`src/rtl/kv_store_arbiter.sv`:
```
// kv_store_arbiter: shares one single-port key/value store between two lookup
// requesters and a buffered update producer. Lookups and updates never issue
// in the same cycle; updates drain on idle, starvation, hazard or flush.
module kv_store_arbiter #(
    parameter int KEY_WIDTH    = 32,
    parameter int VAL_WIDTH    = 32,
    parameter int UPD_DEPTH    = 4,
    parameter int STARVE_LIMIT = 4
) (
    input  logic                         clk,
    input  logic                         reset,
    input  logic                         rq0_valid,
    output logic                         rq0_ready,
    input  logic [KEY_WIDTH-1:0]         rq0_key,
    output logic                         rq0_resp_valid,
    output logic                         rq0_resp_hit,
    output logic [VAL_WIDTH-1:0]         rq0_resp_value,
    input  logic                         rq1_valid,
    output logic                         rq1_ready,
    input  logic [KEY_WIDTH-1:0]         rq1_key,
    output logic                         rq1_resp_valid,
    output logic                         rq1_resp_hit,
    output logic [VAL_WIDTH-1:0]         rq1_resp_value,
    input  logic                         upd_valid,
    output logic                         upd_ready,
    input  logic [KEY_WIDTH-1:0]         upd_key,
    input  logic [VAL_WIDTH-1:0]         upd_value,
    input  logic                         flush_valid,
    output logic                         flush_done,
    output logic [$clog2(UPD_DEPTH):0]   upd_count,
    output logic                         kv_req_valid,
    input  logic                         kv_req_ready,
    output logic [KEY_WIDTH-1:0]         kv_req_key,
    input  logic                         kv_resp_valid,
    input  logic                         kv_resp_hit,
    input  logic [VAL_WIDTH-1:0]         kv_resp_value,
    output logic                         kv_update_valid,
    output logic [KEY_WIDTH-1:0]         kv_update_key,
    output logic [VAL_WIDTH-1:0]         kv_update_value
);
    localparam int PW = $clog2(UPD_DEPTH);
    localparam int CW = PW + 1;
    localparam int SW = $clog2(STARVE_LIMIT + 1);

    typedef enum logic {RUN, FLUSH} state_e;

    state_e               state_q, state_d;
    logic [KEY_WIDTH-1:0] key_q [UPD_DEPTH];
    logic [VAL_WIDTH-1:0] val_q [UPD_DEPTH];
    logic [PW-1:0]        rd_q, wr_q;
    logic [CW-1:0]        cnt_q;
    logic                 rr_q, rr_d;        // 0: rq0 wins a tie
    logic [SW-1:0]        starve_q, starve_d;
    logic                 pend_q, owner_q;   // lookup in flight and who issued it

    logic [PW-1:0]        offs [UPD_DEPTH];
    logic [UPD_DEPTH-1:0] occ;
    logic                 hz0, hz1, ok0, ok1, all_hz, full, nempty;
    logic                 grant, win, pop, push;

    // Occupancy of each FIFO slot and key hazard against pending lookups
    always_comb begin
        hz0 = 1'b0;
        hz1 = 1'b0;
        for (int i = 0; i < UPD_DEPTH; i++) begin
            offs[i] = PW'(i) - rd_q;
            occ[i]  = {1'b0, offs[i]} < cnt_q;
            if (occ[i] && key_q[i] == rq0_key) hz0 = 1'b1;
            if (occ[i] && key_q[i] == rq1_key) hz1 = 1'b1;
        end
    end

    assign full   = (cnt_q == CW'(UPD_DEPTH));
    assign nempty = (cnt_q != '0);
    assign ok0    = rq0_valid & ~hz0;
    assign ok1    = rq1_valid & ~hz1;
    assign all_hz = (rq0_valid | rq1_valid) & ~ok0 & ~ok1;

    // Arbitration FSM: next state, grant/pop decision, round-robin and starvation
    always_comb begin
        state_d    = state_q;
        rr_d       = rr_q;
        starve_d   = starve_q;
        grant      = 1'b0;
        win        = 1'b0;
        pop        = 1'b0;
        flush_done = 1'b0;
        if (reset) begin
            case (state_q)
                RUN: begin
                    if (flush_valid) begin
                        state_d = FLUSH;
                    end else if (nempty && (full || starve_q == SW'(STARVE_LIMIT) || all_hz)) begin
                        pop = 1'b1;
                    end else if ((ok0 | ok1) && kv_req_ready) begin
                        grant    = 1'b1;
                        win      = (ok0 & ok1) ? rr_q : ~ok0;
                        rr_d     = ~win;
                        starve_d = nempty ? starve_q + SW'(1) : '0;
                    end else if (nempty) begin
                        pop = 1'b1;
                    end
                end
                FLUSH: begin
                    if (nempty) begin
                        pop = 1'b1;
                    end else begin
                        flush_done = 1'b1;
                        state_d    = RUN;
                    end
                end
                default: state_d = RUN;
            endcase
            if (pop) starve_d = '0;
        end
    end

    assign upd_ready       = reset & ~full;
    assign push            = upd_valid & upd_ready;
    assign upd_count       = cnt_q;

    assign kv_req_valid    = grant;
    assign kv_req_key      = win ? rq1_key : rq0_key;
    assign rq0_ready       = grant & ~win;
    assign rq1_ready       = grant & win;

    assign kv_update_valid = pop;
    assign kv_update_key   = key_q[rd_q];
    assign kv_update_value = val_q[rd_q];

    assign rq0_resp_valid  = pend_q & ~owner_q & kv_resp_valid;
    assign rq1_resp_valid  = pend_q &  owner_q & kv_resp_valid;
    assign rq0_resp_hit    = rq0_resp_valid & kv_resp_hit;
    assign rq1_resp_hit    = rq1_resp_valid & kv_resp_hit;
    assign rq0_resp_value  = rq0_resp_hit ? kv_resp_value : '0;
    assign rq1_resp_value  = rq1_resp_hit ? kv_resp_value : '0;

    // Control state; reset discards buffered updates and any in-flight lookup
    always_ff @(posedge clk or negedge reset) begin
        if (!reset) begin
            state_q  <= RUN;
            rd_q     <= '0;
            wr_q     <= '0;
            cnt_q    <= '0;
            rr_q     <= 1'b0;
            starve_q <= '0;
            pend_q   <= 1'b0;
            owner_q  <= 1'b0;
        end else begin
            state_q  <= state_d;
            rd_q     <= rd_q + PW'(pop);
            wr_q     <= wr_q + PW'(push);
            cnt_q    <= cnt_q + CW'(push) - CW'(pop);
            rr_q     <= rr_d;
            starve_q <= starve_d;
            pend_q   <= grant;
            owner_q  <= win;
        end
    end

    // FIFO storage; contents are qualified by the occupancy count only
    always_ff @(posedge clk) begin
        if (push) begin
            key_q[wr_q] <= upd_key;
            val_q[wr_q] <= upd_value;
        end
    end
endmodule
```
`config.mk`:
```
export PLATFORM = sky130hd
export DESIGN_NAME = kv_store_arbiter
export DESIGN_NICKNAME = d
export VERILOG_FILES = /design/src/rtl/kv_store_arbiter.sv
export SDC_FILE = /design/constraint.sdc
export NUM_CORES = 1
export LEC_CHECK = 0
export CORE_UTILIZATION = 55
export CTS_CLUSTER_DIAMETER = 100
export DETAILED_ROUTE_END_ITERATION = 7
export PLACE_DENSITY = 0.95
export RECOVER_POWER = 100
export SLEW_MARGIN = 25
export SYNTH_ARGS = -nofsm -noshare
export SYNTH_HDL_FRONTEND = slang
export SYNTH_SLANG_ARGS = --single-unit
```
`constraint.sdc`:
```
create_clock -name clk -period 11.3 [get_ports clk]
set_input_delay 2.26 -clock clk [delete_from_list [all_inputs] [get_ports clk]]
set_output_delay 2.26 -clock clk [all_outputs]
set_load 0.01 [all_outputs]
```
Word level (Yosys, flattened, before mapping)
Memories as Yosys holds them, arrays and structs flattened.
Cells that the tools add are included.
{ "classes": {"add_sub_neg": 9, "order_cmp": 4, "n_eq_ne": 13, "mux": 42, "bitwise": 28, "n_reduce_logical": 16} }
{ "ops": {"columns": ["operator", "count"], "rows": [
  ["$eq A32 B32 Y1", 8],
  ["$mux W32", 3],
  ["$mux W1", 31],
  ["$mux W3", 6],
  ["$and A1 B1 Y1", 15],
  ["$lt A2 B3 Y1", 4],
  ["$not A1 Y1", 11],
  ["$logic_and A1 B1 Y1", 10],
  ["$reduce_and A5 Y1", 2],
  ["$eq A3 B3 Y1 const B", 2],
  ["$ne A2 B1 Y1 const B", 3],
  ["$add A2 B1 Y2", 2],
  ["$pmux W1 S2", 2],
  ["$sub A1 B2 Y2 const A", 2],
  ["$sub A2 B2 Y2 const A", 2],
  ["$add A3 B1 Y3", 1],
  ["$add A3 B1 Y3 const B", 1],
  ["$reduce_bool A3 Y1", 1],
  ["$sub A3 B1 Y3", 1],
  ["$logic_or A1 B1 Y1", 2],
  ["$or A1 B1 Y1", 2],
  ["$reduce_bool A2 Y1", 1]
]} }
{ "totals": {"reg_bits": 14, "mem_bits_rw": 256, "inputBits": 169, "output_inout_bits": 173, "word_cells": 122, "memories": 2} }
{ "memory_table": {"columns": ["name", "words", "width", "rd", "rd_clocked_by_memory_dff", "write_ports", "line", "rtl"], "rows": [
  ["key_q", 4, 32, 5, 0, 1, "48", "logic [KEY_WIDTH-1:0] key_q [UPD_DEPTH];"],
  ["val_q", 4, 32, 1, 0, 1, "49", "logic [VAL_WIDTH-1:0] val_q [UPD_DEPTH];"]
]} }

Logic depth before layout (Yosys ltp)
Gate-level depths: netlist (run 1).
{ "depth": {"depth_word": 20, "mapped_depth": 19} }

Worst setup path after synthesis (run 1)
OpenSTA, ideal clock, no wires.
{ "synth_path": {"kind": "input to register", "startpoint": "in reset", "endpoint": "mem key_q[0][0], enable pin", "setup_time_ps": 565, "arrival_ps": 7204, "t_required_ps": 10735, "setup_slack_ps": 3531, "path_stages": 3, "path_buffers": 0, "path_cell_list": "a21boi_0 nand2_1 nor3_1"} }
{ "synth_via": {"elab_chain_len": 4} }
{ "synth_rtl": {"columns": ["item", "line", "rtl"], "rows": [
  ["start: declaration", "11", "input logic reset,"],
  ["$and A1 B1 Y1", "118", "assign upd_ready = reset & ~full;"],
  ["$and A1 B1 Y1", "119", "assign push = upd_valid & upd_ready;"],
  ["$mux W1", "163", "if (push) begin"],
  ["$mux W1 (implied by the code)", "164", "key_q[wr_q] <= upd_key;"],
  ["end: declaration", "48", null]
]} }
No other way between the ends.

Final worst setup path (run 1)
{ "layout_path": {"startpoint": "in rq0_key[17]", "endpoint": "out kv_req_key[1]"} }
{ "layout_via": {"elab_chain_len": 18, "word_cells_on_any_way": 29} }
{ "layout_rtl": {"columns": ["item", "line", "rtl"], "rows": [
  ["start: declaration", "14", "input logic [KEY_WIDTH-1:0] rq0_key,"],
  ["$eq A32 B32 Y1", "68", "if (occ[i] && key_q[i] == rq0_key) hz0 = 1'b1;"],
  ["$logic_and A1 B1 Y1", "68", null],
  ["$mux W1 (3 in a row)", "68", null],
  ["$mux W1 *", "68", null],
  ["$not A1 Y1 *", "75", "assign ok0 = rq0_valid & ~hz0;"],
  ["$and A1 B1 Y1 *", "75", null],
  ["$not A1 Y1", "77, 97", null],
  ["$and A1 B1 Y1 (2 in a row)", "77", "assign all_hz = (rq0_valid | rq1_valid) & ~ok0 & ~ok1;"],
  ["$logic_or A1 B1 Y1", "93", "end else if (nempty && (full || starve_q == SW'(STARVE_LIMIT) || all_hz)) begin"],
  ["$logic_and A1 B1 Y1", "93", null],
  ["$mux W1 *", "93", null],
  ["$mux W1 *", "91", "if (flush_valid) begin"],
  ["$mux W1 *", "89", "case (state_q)"],
  ["$mux W1 *", "88", "if (reset) begin"],
  ["$mux W32 *", "123", "assign kv_req_key = win ? rq1_key : rq0_key;"],
  ["end: declaration", "33", "output logic [KEY_WIDTH-1:0] kv_req_key,"]
]} }
Every way passes the cells marked *; elsewhere a longest branch is shown, timed or not.

==> results of run 1 <==
-- worst max-delay path by stage --
stage                            from  cells after the start  slack, ns            end
after detailed placement  rq0_key[17]                     11       2.35  kv_req_key[1]
after CTS                 rq0_key[17]                     11       2.33  kv_req_key[1]
after floorplan                 reset                      3       3.53    key_q[0][0]
final                     rq0_key[17]                     11       1.85  kv_req_key[1]
after global routing      rq0_key[17]                     11       1.63  kv_req_key[1]
after global placement    rq0_key[17]                     11       2.37  kv_req_key[1]
-- layer usage --
metal	vias to the layer above	part of all wire	track usage
li1	4083	-	-
met1	4645	0.37	0.397
met2	561	0.48	0.492
met3	98	0.11	0.0969
met4	10	0.038	0.112
met5	-	0.0017	0
-- cell usage in the layout, fill, tap and decap left out, drive strengths merged, types with 33 or more instances in the layout --
| cell | netlist | routed |
|---|---|---|
| edfxtp | 256 | 256 |
| clkdlybuf4s50 | 0 | 180 |
| xor2 | 171 | 171 |
| dlygate4sd3 | 0 | 161 |
| xnor2 | 90 | 90 |
| mux4 | 64 | 64 |
| and2 | 64 | 64 |
| nor4 | 48 | 48 |
| clkbuf | 33 | 41 |
| mux2 | 33 | 33 |
-- state kept, by name, indices dropped and copies added, names as in the netlist --
signal / count
key_q: 128
val_q: 128
starve_q: 3
upd_count: 3
rd_q: 2
wr_q: 2
owner_q: 1
pend_q: 1
rr_q: 1
state_q: 1
-- power groups by stage --
stage,logic [uW],registers (uW),clock network (uW)
after CTS,1250,1320,909
after global placement,1220,1330,0
after detailed placement,1230,1340,0
after floorplan,696,1310,0
final,1170,1330,894
after global routing,1240,1340,946
-- metrics by stage --
step | util | area, um2
2_1_floorplan | - | 14500
3_3_place_gp | 0.681 | 17700
3_5_place_dp | 0.682 | 17700
4_1_cts | 0.716 | 18600
5_1_grt | 0.710 | 18500
6_report | 0.711 | 18500
-- worst max-delay path, stage by stage --
cell,delay (ns)
sky130_fd_sc_hd__dlygate4sd3_1,0.73
sky130_fd_sc_hd__xor2_1,0.16
sky130_fd_sc_hd__nor4_1,0.39
sky130_fd_sc_hd__nand4_1,0.15
sky130_fd_sc_hd__nor4_1,0.40
sky130_fd_sc_hd__and3_2,0.28
sky130_fd_sc_hd__nor3_2,0.06
sky130_fd_sc_hd__a211oi_1,0.79
sky130_fd_sc_hd__clkbuf_1,0.92
sky130_fd_sc_hd__mux2_2,0.42
sky130_fd_sc_hd__dlygate4sd3_1,0.63
-- logic make-up after synthesis --
group / synth area share
adder cells (fa/ha/maj): 0.0100
AO/OA/AOI/OAI: 0.0132
buffers and inverters: 0.0544
flip-flops: 0.554
AND/OR/NAND/NOR: 0.0790
XOR/XNOR: 0.157
multiplexers: 0.132
-- layout make-up --
class / count / area share
clock buffer: 32 / 0.0388
clock inverter: 17 / 0.00983
multi-input combinational: 577 / 0.304
tap: 335 / 0.0227
inverter: 10 / 0.00203
sequential: 270 / 0.435
antenna: 4 / 0.000542
timing repair buffer: 351 / 0.187
==> results.py, run 1 <==
metrics = {
    "setup_path": {
        "critical_path_arrival_ns": 7.19,
        "regToRegEndpoint": "key_q[1][25]",
        "timing.reg2reg.worst_path_depth": 7,
        "worst_setup_path_start_kind": "input pin",
        "worst-path-max-fanout": 20,
        "r2r_slack_ns": 5.80,
        "regToRegStartpoint": "upd_count[1]",
        "worstSetupEndpointType": "output pin",
        "cp.required_ns": 9.04,
        "setup.worst_path.class": "in2out",
    },
    "synth": {
        "yosysWarnings": 0,
        "synth_largest_type_area_fraction": 0.529,
        "synth_enable_flop_cells": 256,
        "synth_async_sr_flop_share": 0.0519,
        "synth_fp_nets": 1126,
        "synthesis.area_per_instance_um2": 15.3,
        "post-synth-top-area-cell": "sky130_fd_sc_hd__edfxtp_1",
        "ys_top_cells_by_count": "sky130_fd_sc_hd__edfxtp_1 (256), sky130_fd_sc_hd__xor2_1 (171), sky130_fd_sc_hd__xnor2_1 (90)",
        "netlist-cell-type-count": 55,
        "yosys_most_used_dff": "sky130_fd_sc_hd__edfxtp_1",
        "yosys-top-cells-area": "sky130_fd_sc_hd__edfxtp_1 (53%), sky130_fd_sc_hd__xor2_1 (10%), sky130_fd_sc_hd__mux4_2 (9.9%), sky130_fd_sc_hd__xnor2_1 (5.4%), sky130_fd_sc_hd__mux2_4 (3.0%)",
        "postSynthCellCount": 946,
        "netlist_area_um2": 14500,
        "synth_most_common_cell": "sky130_fd_sc_hd__edfxtp_1",
        "synth.yosys.seq_area_share": 0.554,
        "postSynthRegisterBits": 270,
    },
    "detailed_routing": {
        "drc": 0,
        "final_antenna_net_count": 0,
        "avgRoutedWirePerCell_um": 26.3,
        "viasPerCell": 5.89,
        "via_count": 9397,
        "drt_iter0_drc": 787,
        "dr.pass1.iters": 5,
        "route.final.wire_length_um": 42000,
    },
    "global_routing": {
        "groute.usage.overall": 0.308,
        "global_route.overflow_total": 0,
        "grt_pass1_vias": 9569,
        "grt_antenna_before_repair": 9,
        "grt_start_max_net_pins": 69,
        "wire_length_of_the_first_global_routing_pass_um": 59500,
    },
    "floorplan": {
        "die_h_um": 164,
        "initial_utilization": 0.559,
        "die_w_um": 164,
        "design.core.area_um2": 26000,
        "die_area_um2": 27100,
        "pin_count": 342,
        "placementRows": 59,
    },
    "timing": {
        "hold-worst-slack_ns": 0.533,
        "timing.setup.tns_ns": 0,
        "final_hold_viol_count": 0,
        "final.setup_skew_ns": 0.0430,
        "grt_setup_unrepaired": "false",
        "slew_limit_headroom": -1.61,
        "final-setup-viol-count": 0,
        "final_max_slew_viol_count": 322,
        "actual_slew_at_the_worst_max_slew_pin_ns": 3.92,
        "layout_setup_ws_ns": 1.85,
        "period_minus_slack_ns": 9.45,
        "timing.final.crit_share": 0.837,
        "clock.fmax_ghz": 0.106,
    },
    "clock_network": {
        "worst_setup_hold_path_clk_slew_ns": 0.06,
        "post-cts-setup-buffers": 0,
        "cts.root.buffer_cell": "sky130_fd_sc_hd__clkbuf_16",
        "worst_skew_pair.late_latency_ns": 0.57,
        "tritoncts": "yes",
        "h-tree-depth": 1,
        "hold_buffers_post_cts": 0,
        "ctsLongestPathBuffers": 3,
        "cts_inserted_buffers": 28,
        "cts_repair_resize_count": 0,
        "clock_sinks": 270,
    },
    "power_and_ir_drop": {
        "irDropWorstVdd_uv": 183,
        "p_sw_uw": 1050,
        "static-leakage-power_uw": 0.00629,
        "switching_share": 0.310,
        "pwr-share-clk": 0.264,
        "share_seq_of_total_power": 0.392,
        "power.total_uw": 3390,
        "p_int_uw": 2340,
        "power.density_nw_per_um2": 184,
        "combinationalPowerShare": 0.345,
    },
    "final_layout": {
        "multiInputGateArea_um2": 5610,
        "final-instance-count-excl-fill": 1596,
        "final.fill_count": 1733,
        "layout.nets": 1418,
        "drive_gt1_frac": 0.101,
        "syn_to_final_growth_pct": 27.2,
        "seqCellArea_um2": 8040,
    },
    "placement": {
        "port_buffers": 341,
        "pre_cts_ws_ns": 2.35,
        "dp.final_hpwl_um": 31400,
        "routabilityCongestion": 1.00,
        "place.detailed.instances": 1542,
    },
    "worst_hold_path": {
        "hold_crit_endpoint": "starve_q[2]",
        "number_of_cells_on_the_worst_hold_path": 1,
        "hold_path.class": "reg2reg",
        "worst_hold_startpoint": "starve_q[2]",
    },
    "job": {
        "timing.max_cap.violations": 8,
    },
    "outcome": {
        "status": "finished, violations left",
        "failed_checks": "max-capacitance violations, max-slew violations",
    },
}
(Power assumes the default switching activity.)
==> run 2, diff against run 1 <==
- CORE_UTILIZATION: 55 -> 51
- PLACE_DENSITY: 0.95 -> 0.92
- clock period: 11.3 -> 9.2 ns (I/O delays scaled with it)
==> run 2 against run 1 <==
Net effect: the run still ends with max-capacitance violations, max-slew violations left; hold slack improved by 0.018 ns; cell count is 3.0% higher; power grew 25%; sequential power up 27%; combinational power increased by 19%; utilization decreased by 4.2 points; register-to-register slack worse by 2.3 ns; first-iteration DRC count is 26% higher; global-route usage down 1.6 points; largest cell class unchanged.
==> results.py, run 2 (synthesis gave the netlist of run 1 again) <==
metrics = {
    "detailed_routing": {
        "dr.pass1.iters": 5,
        "drt_iter0_drc": 990,
        "viasPerCell": 5.71,
        "avgRoutedWirePerCell_um": 25.9,
        "final_antenna_net_count": 0,
        "drc": 0,
        "via_count": 9387,
        "route.final.wire_length_um": 42500,
    },
    "timing": {
        "period_minus_slack_ns": 8.24,
        "final-setup-viol-count": 0,
        "timing.setup.tns_ns": 0,
        "grt_setup_unrepaired": "false",
        "timing.final.crit_share": 0.896,
        "final_max_slew_viol_count": 265,
        "final.setup_skew_ns": 0.0242,
        "actual_slew_at_the_worst_max_slew_pin_ns": 3.41,
        "slew_limit_headroom": -1.27,
        "clock.fmax_ghz": 0.121,
        "final_hold_viol_count": 0,
        "hold-worst-slack_ns": 0.551,
        "layout_setup_ws_ns": 0.960,
    },
    "clock_network": {
        "cts.root.buffer_cell": "sky130_fd_sc_hd__clkbuf_16",
        "clock_sinks": 270,
        "post-cts-setup-buffers": 0,
        "hold_buffers_post_cts": 0,
        "cts_repair_resize_count": 0,
        "h-tree-depth": 1,
        "worst_setup_hold_path_clk_slew_ns": 0.06,
        "cts_inserted_buffers": 28,
        "tritoncts": "yes",
        "ctsLongestPathBuffers": 3,
        "worst_skew_pair.late_latency_ns": 0.57,
    },
    "setup_path": {
        "cp_cell_sequence": "dlygate4sd3_1 > xor2_1 > nor4_1 > nand4_1 > nor4_1 > and3_2 > nor3_2 > a211oi_1 > buf_4 > mux2_2 > dlygate4sd3_1",
        "worst-path-max-fanout": 30,
        "critical_path_cell_count": 11,
        "critical_path_arrival_ns": 6.40,
        "timing.reg2reg.worst_path_depth": 7,
        "gate_family_responsible_for_the_most_delay_along_the_worst_path": "buffers and inverters",
        "setup.worst_path.class": "in2out",
        "crit_path_top_delay_cell": "sky130_fd_sc_hd__dlygate4sd3_1",
        "worstSetupEndpointType": "output pin",
        "critical_path.n_buffers_inverters": 3,
        "worst_setup_path_start_kind": "input pin",
        "cp.required_ns": 7.36,
        "timing.critical_path.slowest_cell_delay_ns": 0.67,
    },
    "power_and_ir_drop": {
        "irDropWorstVdd_uv": 191,
        "switching_share": 0.312,
        "power.total_uw": 4230,
        "pwr-share-clk": 0.273,
        "static-leakage-power_uw": 0.00643,
        "p_sw_uw": 1320,
        "power.density_nw_per_um2": 227,
        "p_int_uw": 2910,
        "share_seq_of_total_power": 0.399,
        "combinationalPowerShare": 0.328,
    },
    "final_layout": {
        "layout_commonest_cell": "sky130_fd_sc_hd__edfxtp_1",
        "layout.cells.most_common_list": "sky130_fd_sc_hd__edfxtp_1 (256), sky130_fd_sc_hd__dlygate4sd3_1 (190), sky130_fd_sc_hd__xor2_1 (171), sky130_fd_sc_hd__clkdlybuf4s50_1 (151), sky130_fd_sc_hd__xnor2_1 (90)",
        "drive_gt1_frac": 0.118,
        "biggestRegsByFlops": "key_q (128), val_q (128)",
        "post_route_cell_area_um2": 18600,
        "syn_to_final_growth_pct": 28.4,
        "layout.nets": 1417,
    },
    "placement": {
        "dp.final_hpwl_um": 31800,
        "pre_cts_ws_ns": 1.55,
        "port_buffers": 341,
        "routabilityCongestion": 0.987,
        "dpl_cell_area_um2": 17800,
    },
    "global_routing": {
        "global_route.overflow_total": 0,
        "wire_length_of_the_first_global_routing_pass_um": 61000,
        "grt_start_max_net_pins": 51,
        "grt_pass1_vias": 9517,
        "grt_antenna_before_repair": 8,
        "groute.usage.overall": 0.292,
    },
    "worst_hold_path": {
        "hold_path.class": "reg2reg",
        "number_of_cells_on_the_worst_hold_path": 1,
    },
    "floorplan": {
        "die_area_um2": 29100,
        "initial_utilization": 0.521,
        "placementRows": 61,
        "design.core.area_um2": 27900,
        "pin_count": 342,
        "die_h_um": 171,
        "die_w_um": 171,
    },
    "job": {
        "timing.max_cap.violations": 8,
    },
    "outcome": {
        "failed_checks": "max-capacitance violations, max-slew violations",
        "status": "finished, violations left",
    },
}
run 2: stage by stage:
stage,instances,util
after global routing,1642,0.669
after floorplan,946,-
after global placement,1585,0.637
after detailed placement,1585,0.637
after CTS,1637,0.671
final,1644,0.669
run 2: worst register-to-register path, stage by stage, from the launching register on:
cell                       delay (ns)
sky130_fd_sc_hd__dfrtp_1         0.47
sky130_fd_sc_hd__nor2_1          0.12
sky130_fd_sc_hd__a21boi_0        0.33
sky130_fd_sc_hd__nand2_1         0.20
sky130_fd_sc_hd__inv_1           0.15
sky130_fd_sc_hd__nand2_1         0.08
sky130_fd_sc_hd__nor2_1          1.90
sky130_fd_sc_hd__clkbuf_1        1.97
run 2: power groups by stage:
stage / Sequential [uW] / Clock [uW] / Combinational [uW]
finish: 1690 / 1150 / 1390
global route: 1710 / 1210 / 1460
CTS: 1690 / 1170 / 1460
detailed placement: 1710 / 0 / 1450
global placement: 1700 / 0 / 1430
floorplan: 1600 / 0 / 855
run 2: layout make-up:
class	count	area [um2]
clock buffer	29	704
antenna	7	17.5
sequential	270	8040
fill	1952	9220
inverter	10	37.5
tap	378	473
multi-input combinational	577	5670
timing repair buffer	350	3450
clock inverter	23	240
run 2: path summary, 6_finish.rpt:
| path | from | end | slack [ns] |
|---|---|---|---|
| setup / recovery | rq0_key[30] | kv_req_key[31] | 0.96 |
| hold / removal | starve_q[2] | starve_q[2] | 0.55 |
| setup reg to reg | upd_count[1] | key_q[1][22] | 3.51 |
| hold reg to reg | starve_q[2] | starve_q[2] | 0.55 |
| max in group asynchronous | reset | rd_q[0] | 6.77 |
| min in group asynchronous | reset | wr_q[0] | 1.82 |
run 2: metal layers:
layer	track usage	vias up	routed length [um]
li1	-	4089	-
met1	0.387	4682	16600
met2	0.470	535	20400
met3	0.0789	79	4220
met4	0.0870	2	1310
met5	0	-	9
==> run 3, diff against run 2 <==
- clock period: 9.2 -> 8.3 ns (I/O delays scaled with it)
==> run 3 against run 2 <==
Net effect: the flow still finishes with violations (max-capacitance violations, max-slew violations); routed wire length decreased by 1.5%; first-iteration DRC count fell by 24%; register-to-register slack got worse by 0.04 ns; hold slack worse by 0.032 ns; cell count fell by 0.12%; via count decreased by 0.40%; clock-buffer cell count increased by 2; sequential power is 8% higher; global-route usage shrank 0.57 points; combinational power is 12% higher; design area increased by 0.22%; critical path type unchanged; critical endpoint unchanged.
==> results.py, run 3 (synthesis gave the netlist of run 1 again) <==
metrics = {
    "clock_network": {
        "hold_buffers_post_cts": 0,
        "tritoncts": "yes",
        "cts.root.buffer_cell": "sky130_fd_sc_hd__clkbuf_16",
        "cts_inserted_buffers": 28,
        "worst_setup_hold_path_clk_slew_ns": 0.06,
        "post-cts-setup-buffers": 0,
        "h-tree-depth": 1,
        "ctsLongestPathBuffers": 3,
        "clock_sinks": 270,
        "worst_skew_pair.late_latency_ns": 0.57,
        "cts_repair_resize_count": 0,
    },
    "floorplan": {
        "die_area_um2": 29100,
        "die_w_um": 171,
        "initial_utilization": 0.521,
        "die_h_um": 171,
        "pin_count": 342,
        "design.core.area_um2": 27900,
        "placementRows": 61,
    },
    "detailed_routing": {
        "route.final.wire_length_um": 41900,
        "avgRoutedWirePerCell_um": 25.5,
        "drt_iter0_drc": 756,
        "dr.pass1.iters": 5,
        "final_antenna_net_count": 0,
        "viasPerCell": 5.69,
        "drc": 0,
        "via_count": 9349,
    },
    "power_and_ir_drop": {
        "irDropWorstVdd_uv": 220,
        "static-leakage-power_uw": 0.00648,
        "power.density_nw_per_um2": 251,
    },
    "timing": {
        "grt_setup_unrepaired": "false",
        "slew_limit_headroom": -0.767,
        "final.setup_skew_ns": 0.0422,
        "clock.fmax_ghz": 0.140,
        "final_max_slew_viol_count": 261,
        "final-setup-viol-count": 0,
        "period_minus_slack_ns": 7.12,
        "timing.setup.tns_ns": 0,
        "layout_setup_ws_ns": 1.18,
        "timing.final.crit_share": 0.858,
        "final_hold_viol_count": 0,
        "actual_slew_at_the_worst_max_slew_pin_ns": 2.65,
    },
    "global_routing": {
        "global_route.overflow_total": 0,
        "groute.usage.overall": 0.286,
        "wire_length_of_the_first_global_routing_pass_um": 60100,
        "grt_pass1_vias": 9351,
        "grt_antenna_before_repair": 6,
        "grt_start_max_net_pins": 51,
    },
    "placement": {
        "routabilityCongestion": 1.03,
        "pre_cts_ws_ns": 1.41,
        "port_buffers": 341,
        "dp.final_hpwl_um": 31600,
        "dpl_cell_area_um2": 17800,
        "place.detailed.instances": 1587,
    },
    "final_layout": {
        "multiInputGateArea_um2": 5690,
        "layout.nets": 1419,
        "final-instance-count-excl-fill": 1642,
        "final.fill_count": 1903,
        "layout_commonest_cell": "sky130_fd_sc_hd__edfxtp_1",
        "seqCellArea_um2": 8040,
        "post_route_cell_area_um2": 18700,
        "drive_gt1_frac": 0.124,
        "biggestRegsByFlops": "key_q (128), val_q (128)",
        "syn_to_final_growth_pct": 28.7,
        "layout.cells.most_common_list": "sky130_fd_sc_hd__edfxtp_1 (256), sky130_fd_sc_hd__dlygate4sd3_1 (198), sky130_fd_sc_hd__xor2_1 (171), sky130_fd_sc_hd__clkdlybuf4s50_1 (143), sky130_fd_sc_hd__xnor2_1 (90)",
    },
    "worst_hold_path": {
        "hold_path.class": "reg2reg",
    },
    "setup_path": {
        "cp.required_ns": 6.64,
        "critical_path_arrival_ns": 5.46,
        "setup.worst_path.class": "in2out",
        "worst-path-max-fanout": 19,
        "worst_setup_path_start_kind": "input pin",
        "worstSetupEndpointType": "output pin",
    },
    "outcome": {
        "status": "finished, violations left",
        "failed_checks": "max-capacitance violations, max-slew violations",
    },
    "job": {
        "timing.max_cap.violations": 7,
    },
}
-- run 3: layout make-up --
class,instances,share of cell area
well taps,378,0.0253
clock buffers,31,0.0381
diodes,4,0.000536
clock inverters,20,0.0132
multi-input cells,577,0.305
inverters,10,0.00201
flip-flops and latches,270,0.430
repair buffers,352,0.186
-- run 3: per-layer routing --
layer | track usage | part of all wire
met5 | 0 | 0.00060
met3 | 0.0671 | 0.094
met4 | 0.0799 | 0.027
met1 | 0.381 | 0.39
met2 | 0.470 | 0.49
-- run 3: critical path: stages --
cell and delay [ns]:
sky130_fd_sc_hd__clkdlybuf4s50_1 0.60, sky130_fd_sc_hd__xor2_1 0.25, sky130_fd_sc_hd__nor4_1 0.41, sky130_fd_sc_hd__nand3_1 0.27, sky130_fd_sc_hd__o41ai_4 0.45, sky130_fd_sc_hd__nor3_2 0.11
sky130_fd_sc_hd__a211oi_4 0.27, sky130_fd_sc_hd__buf_4 0.44, sky130_fd_sc_hd__mux2_2 0.38, sky130_fd_sc_hd__dlygate4sd3_1 0.60
-- run 3: power by group --
| group | total, uW | internal (uW) | switching (uW) | leakage [uW] |
|---|---|---|---|---|
| logic | 1560 | 799 | 765 | 0.00352 |
| registers | 1830 | 1670 | 159 | 0.00249 |
| clock network | 1290 | 773 | 520 | 0.000462 |
-- run 3: path summary, 6_finish.rpt --
| kind | depth (start not counted) | slack, ns | end | from |
|---|---|---|---|---|
| setup reg to reg | 6 | 3.47 | key_q[3][24] | upd_count[0] |
| hold / removal | 1 | 0.52 | starve_q[2] | starve_q[2] |
| max in group asynchronous | 2 | 5.85 | rd_q[1] | reset |
| min in group asynchronous | 2 | 1.77 | upd_count[0] | reset |
| hold reg to reg | 1 | 0.52 | starve_q[2] | starve_q[2] |
| setup / recovery | 10 | 1.18 | kv_req_key[31] | rq0_key[26] |
-- run 3: per-stage QoR --
step | util | hold WS (ns) | power [uW]
floorplan | - | 0.464 | 2730
global placement | 0.638 | 0.504 | 3480
detailed placement | 0.638 | 0.509 | 3500
CTS | 0.672 | 0.520 | 4800
global route | 0.670 | 0.573 | 4870
finish | 0.671 | 0.519 | 4690
